## config.mk

```make
export PLATFORM = sky130hd
export DESIGN_NAME = mixer_tune_ctrl
export DESIGN_NICKNAME = d
export VERILOG_FILES = /design/src/rtl/mixer_tune_ctrl.sv
export SDC_FILE = /design/constraint.sdc
export NUM_CORES = 1
export LEC_CHECK = 0
export BUFFER_PORTS_ARGS = -buffer_cell sky130_fd_sc_hd__buf_2
export CAP_MARGIN = 20
export CORE_ASPECT_RATIO = 0.7
export CORE_MARGIN = 10
export CORE_UTILIZATION = 35
export DETAILED_ROUTE_END_ITERATION = 10
export SYNTH_ARGS = -nofsm -noshare
export SYNTH_HDL_FRONTEND = slang
export SYNTH_SLANG_ARGS = --single-unit
```

## constraint.sdc

```tcl
create_clock -name clk -period 5.1 [get_ports clk]
set_input_delay 0.255 -clock clk [delete_from_list [all_inputs] [get_ports clk]]
set_output_delay 0.255 -clock clk [all_outputs]
set_load 0.05 [all_outputs]
```

## src/rtl/mixer_tune_ctrl.sv

```systemverilog
// rtl/mixer_tune_ctrl.sv - NCO phase-increment sequencer with retune mute and frequency sweep
//
// Purpose: owns the NCO phase increment. A single retune or each sweep point loads a
// new word and mutes the mixer for SETTLE_CYC cycles (load cycle included) so the
// downstream filters never see the NCO transient.
//
// Ports:
//   clk, rstn                  clock, synchronous active-low reset
//   tune_valid/tune_ready      single-retune handshake, tune_word captured on it
//   sweep_start                start pulse, sweep_first/last/step/dwell captured with it
//   abort                      cancel any active operation, phase_inc holds
//   phase_inc, phase_inc_load  NCO word and its one-cycle change strobe
//   mixer_mute, busy           settle-window mute, not-idle flag
//   sweep_done                 one-cycle pulse when a sweep finishes normally
module mixer_tune_ctrl #(
  parameter int                 PHASE_W    = 64,
  parameter int                 SETTLE_CYC = 4,
  parameter int                 DWELL_W    = 16,
  parameter logic [PHASE_W-1:0] RESET_INC  = '0
) (
  input  logic               clk,
  input  logic               rstn,
  input  logic               tune_valid,
  output logic               tune_ready,
  input  logic [PHASE_W-1:0] tune_word,
  input  logic               sweep_start,
  input  logic [PHASE_W-1:0] sweep_first,
  input  logic [PHASE_W-1:0] sweep_last,
  input  logic [PHASE_W-1:0] sweep_step,
  input  logic [DWELL_W-1:0] sweep_dwell,
  input  logic               abort,
  output logic [PHASE_W-1:0] phase_inc,
  output logic               phase_inc_load,
  output logic               mixer_mute,
  output logic               busy,
  output logic               sweep_done
);

  localparam int CNT_W = (SETTLE_CYC > 1) ? $clog2(SETTLE_CYC) : 1;

  // STEP is never occupied: the next-point decision is made on the last dwell
  // cycle and the FSM moves straight into LOAD with the new word.
  typedef enum logic [2:0] {IDLE, LOAD, SETTLE, DWELL, STEP} state_e;

  state_e             state_q;
  logic               mode_sweep_q;
  logic [CNT_W-1:0]   settle_cnt_q;
  logic [DWELL_W-1:0] dwell_cnt_q;
  logic [DWELL_W-1:0] dwell_q;
  logic [PHASE_W-1:0] last_q;
  logic [PHASE_W-1:0] step_q;
  logic [PHASE_W-1:0] phase_inc_q;
  logic               load_q;
  logic               mute_q;
  logic               busy_q;
  logic               ready_q;
  logic               done_q;

  // One extra bit so a step past the top of the word range is seen as the end.
  logic [PHASE_W:0]   sum_d;
  logic               sweep_end_d;
  logic               settle_exp_d;

  assign sum_d        = {1'b0, phase_inc_q} + {1'b0, step_q};
  assign sweep_end_d  = sum_d[PHASE_W] || (sum_d > {1'b0, last_q}) || (step_q == '0);
  assign settle_exp_d = ((state_q == LOAD) && (SETTLE_CYC == 1)) ||
                        ((state_q == SETTLE) && (settle_cnt_q == CNT_W'(1)));

  always_ff @(posedge clk) begin
    if (!rstn) begin
      state_q      <= IDLE;
      mode_sweep_q <= 1'b0;
      settle_cnt_q <= '0;
      dwell_cnt_q  <= '0;
      dwell_q      <= '0;
      last_q       <= '0;
      step_q       <= '0;
      phase_inc_q  <= RESET_INC;
      load_q       <= 1'b0;
      mute_q       <= 1'b0;
      busy_q       <= 1'b0;
      ready_q      <= 1'b1;
      done_q       <= 1'b0;
    end else begin
      load_q <= 1'b0;
      done_q <= 1'b0;
      case (state_q)
        IDLE: begin
          // tune_valid has priority; a simultaneous sweep_start is dropped.
          if (tune_valid || sweep_start) begin
            phase_inc_q  <= tune_valid ? tune_word : sweep_first;
            mode_sweep_q <= !tune_valid;
            if (!tune_valid) begin
              last_q  <= sweep_last;
              step_q  <= sweep_step;
              dwell_q <= (sweep_dwell == '0) ? DWELL_W'(1) : sweep_dwell;
            end
            state_q <= LOAD;
            load_q  <= 1'b1;
            mute_q  <= 1'b1;
            busy_q  <= 1'b1;
            ready_q <= 1'b0;
          end
        end
        LOAD, SETTLE: begin
          if (abort || (settle_exp_d && !mode_sweep_q)) begin
            state_q <= IDLE;
            mute_q  <= 1'b0;
            busy_q  <= 1'b0;
            ready_q <= 1'b1;
          end else if (settle_exp_d) begin
            state_q     <= DWELL;
            mute_q      <= 1'b0;
            dwell_cnt_q <= dwell_q;
          end else if (state_q == LOAD) begin
            state_q      <= SETTLE;
            settle_cnt_q <= CNT_W'(SETTLE_CYC - 1);
          end else begin
            settle_cnt_q <= settle_cnt_q - CNT_W'(1);
          end
        end
        DWELL: begin
          if (abort || ((dwell_cnt_q == DWELL_W'(1)) && sweep_end_d)) begin
            state_q <= IDLE;
            busy_q  <= 1'b0;
            ready_q <= 1'b1;
            done_q  <= !abort;
          end else if (dwell_cnt_q == DWELL_W'(1)) begin
            phase_inc_q <= sum_d[PHASE_W-1:0];
            state_q     <= LOAD;
            load_q      <= 1'b1;
            mute_q      <= 1'b1;
          end else begin
            dwell_cnt_q <= dwell_cnt_q - DWELL_W'(1);
          end
        end
        default: begin
          state_q <= IDLE;
          mute_q  <= 1'b0;
          busy_q  <= 1'b0;
          ready_q <= 1'b1;
        end
      endcase
    end
  end

  assign phase_inc      = phase_inc_q;
  assign phase_inc_load = load_q;
  assign mixer_mute     = mute_q;
  assign busy           = busy_q;
  assign tune_ready     = ready_q;
  assign sweep_done     = done_q;

endmodule

```

==> run summary <==
The min-delay analysis places its worst path in the category in -> reg. Among all flip-flop cells after synthesis, the most frequent one is sky130_fd_sc_hd__dfxtp_1. The filler cells instantiated in the layout total ~4200. The smallest clock period supported by the final layout is computed as between 5 and 6 ns. Sorting the synthesized cells by area gives the leading types as sky130_fd_sc_hd__dfxtp_1 (30%), sky130_fd_sc_hd__ha_1 (11%), sky130_fd_sc_hd__a21oi_1 (10%). The post-layout instance area is roughly 24000 µm². The detailed-route DRC error count came out at 0.

The number of cell rows is 64. After synthesis the netlist holds a flip-flop and latch count of around 230. The highest achievable clock rate came out at 182 MHz.

The flow ran to the end, but the final reports show violations. The biggest area contributor in the post-synthesis netlist is sky130_fd_sc_hd__dfxtp_1. The most repeated cell in the gate-level netlist after synthesis is sky130_fd_sc_hd__nand2_1. The kind of start point of the critical path is a flop. The area of combinational cells with multiple inputs came out at around 11000 µm². CTS built an H-tree with a depth of 1. The fraction of registers with async set or reset after synthesis came out at 0. The total clock sinks is approximately 230.

The mean post-synth cell area is approximately 7.4 µm². Synthesis instantiated 69 different standard cells from the library. The cell area after technology mapping is ~16000 µm². The total vias in the final route came out at between 15000 and 20000. TritonCTS built the clock tree. The number of cells produced by synthesis came out at ~2100. The overall routing resource usage is 0.241.

Setup repair after global routing could not meet its margin everywhere. For this run, the post-layout net count is around 3300. The commonest cells after synthesis are sky130_fd_sc_hd__nand2_1 (412), sky130_fd_sc_hd__a21oi_1 (316), sky130_fd_sc_hd__dfxtp_1 (234). The type of destination of the critical path is a flop. The required time reported for the critical path endpoint came out at approximately 5.5 ns.

The number of DRC violations after detailed-routing iteration 0 is ~1400. The post-place instance area is 20500 µm². During I/O placement, the number of pins put on the boundary was roughly 350. Max-cap violations in this run came to 0. The total routed wirelength came out at between 60 and 70 mm. The number of vias per cell is ~5.2.

The count of endpoints failing setup in the final report is 68. Relative to the synthesized area, the layout overhead comes to 51.2%. The number of global-route vias before repair came out at 18200. The number of max-slew violations in the final report is 0.

The initial core utilization is 0.355. Measured on the finished design, the core utilization comes to 0.537. The number of antenna violations at the first check in global routing is 1. The final global-route overflow total came out at 0. The worst path arrival time is 5.91 ns. The aggregate negative setup slack is -18.76 ns. The worst setup skew after layout is 0.0119 ns. The number of warning messages in the yosys log is 0. The slew at the pin with the worst max-slew slack is between 1 and 1.5 ns. The standard cell core area came out at 43900 µm². The CTS buffer count came out at 27. The first-pass iteration count of the detailed router is 6. The worst vdd rail ir drop is approximately 220 µV.

The delay of the slowest critical-path stage came out at around 0.40 ns. The clock passes through at most 3 buffers. The number of nets produced by synthesis came out at between 2000 and 3000. The number of inserted diodes came out at 0. The slowest stage of the critical path is the sky130_fd_sc_hd__a211oi_2 cell. The number of enable flip-flop cells after synthesis came out at 0. After clock tree synthesis, the clock-pin slew on the worst setup and hold paths is approximately 0.06 ns. The later-pin clock latency in the skew report came out at 0.56 ns. The count of buffers added on input and output ports is around 350. The total design power came out at 7.50 mW. After detailed routing, the average wire length per cell comes to between 15 and 20 µm. Routability-driven placement finished with a final weighted congestion of ~0.90. The checks that failed: setup timing. The die is approximately 270 µm wide.

The final cell count without fillers is between 3000 and 4000. The maximum fanout count along the critical path is 7. The post-route fraction of the period consumed by the critical path came out at 1.08. In this design, the critical path's most frequently occurring cell is sky130_fd_sc_hd__buf_4. The register cell area after layout is about 4700 µm². The antenna violation net count after detailed routing came out at 0. The leakage power figure came out at 10.9 nW.

The die covers approximately 54000 µm². The die height came out at approximately 200 µm. The sequential-to-total area share from yosys stat came out at 0.300. The global-route wire length before repair is ~100 mm. The largest net degree at the start of global routing is between 100 and 150. The count of endpoints failing hold in the final timing report is 0. The total power density per cell area came out at ~320 nW/µm².

The wire-length estimate of the detail-placed layout is roughly 52 mm. Including well taps, the total number of placed cells is 3282. The worst slew margin relative to its limit came out at 0.276. The worst setup slack after layout came out at -0.400 ns. The fraction of post-synthesis cell area in the top cell type by area is 0.300. The CTS root buffer is sky130_fd_sc_hd__clkbuf_16. In the final layout, the share of cells above drive strength 1 is 0.316. By startpoint and endpoint, the worst setup path is classified as reg -> reg.
==> state kept, by name (all words and copies together) (netlist names) <==
signal / cells
dwell_q: 16
mixer_mute: 1
phase_inc: 64
state_q: 2
mode_sweep_q: 1
sweep_done: 1
last_q: 64
busy: 1
phase_inc_load: 1
tune_ready: 1
step_q: 64
settle_cnt_q: 2
dwell_cnt_q: 16
==> worst max-delay path, delay by kind of cell (launching register included) <==
kind,cells,cell delay (ns)
AO/OA/AOI/OAI,13,2.43
buffers and inverters,7,1.03
AND/OR/NAND/NOR,5,0.77
adder cells (fa/ha/maj),2,0.53
flip-flops,1,0.38
XOR/XNOR,1,0.20
==> final timing paths <==
path                                      from       endpoint  slack (ns)  cells past startpoint
worst min-delay path            sweep_step[30]     step_q[30]        0.04                      3
worst min register to register      tune_ready     tune_ready        0.45                      1
worst max-delay path                step_q[14]  phase_inc[53]       -0.40                     28
worst max register to register      step_q[14]  phase_inc[53]       -0.40                     28
==> kinds of logic (layout without fill, tap and decap cells) <==
kind of cell               after synthesis  in the layout  share of synthesized area
AOI/OAI and AO/OA                      626            626                      0.246
xor gates and xnor gates                59             59                     0.0331
adders and majority gates              138            138                      0.111
buffers and inverters                  224            999                     0.0554
DFF                                    234            234                      0.300
muxes                                   62             62                     0.0398
and+or+nand+nor                        764            764                      0.214
==> layout make-up <==
type	count	share of cell area
Multi-Input combinational cell	1649	0.458
Timing Repair Buffer	855	0.258
Clock inverter	10	0.00366
Inverter	97	0.0157
Tap cell	594	0.0315
Sequential cell	234	0.201
Clock buffer	37	0.0319
==> layout by cell type, fill, tap and decap left out, drive strengths merged, types with 7 or more instances in the layout <==
cell and instances:
a211oi 38, a21o 49, a21oi 318, a31oi 16, and2 21, and3 11, buf 717, clkbuf 39
clkinv 9, dfxtp 234, dlygate4sd3 136, ha 137, inv 97, mux2i 62, nand2 412, nand2b 7
nand3 24, nand4 34, nor2 159, nor2b 13, nor3 25, nor4 36, o211ai 18, o21a 29
o21ai 74, o21bai 15, o221a 8, o31ai 8, xnor2 35, xor2 24
==> through the flow <==
stage / setup slack (ns) / hold slack, ns
6_report: -0.400 / 0.0365
5_1_grt: -0.658 / 0.0206
4_1_cts: -0.307 / 0.00135
3_5_place_dp: -0.817 / 0.433
3_3_place_gp: -0.791 / 0.432
2_1_floorplan: 0.000652 / 0.391
==> routing by layer <==
| metal | global-route usage | routed length [µm] | vias up |
|---|---|---|---|
| li1 | - | - | 8933 |
| met1 | 0.344 | 32800 | 8537 |
| met2 | 0.366 | 29500 | 560 |
| met3 | 0.0527 | 4740 | 71 |
| met4 | 0.0435 | 1010 | 0 |
| met5 | 0 | 0 | - |
==> power breakdown <==
group	switching, mW	total (mW)	internal, mW
clock	0.834	1.91	1.08
sequential	0.145	2.16	2.01
combinational	1.97	3.43	1.46
total	2.95	7.50	4.55
==> timing repair <==
action | 4_1_cts | 5_1_grt
gates cloned | 0 | 2
setup buffers | 7 | 8
gates resized for setup | 78 | 65
hold endpoints to repair | 136 | 0
hold buffers | 136 | 0
endpoints found under the setup margin | 70 | 70
pin swaps | 28 | 29
Note: power is estimated with default switching activity, not from simulation.
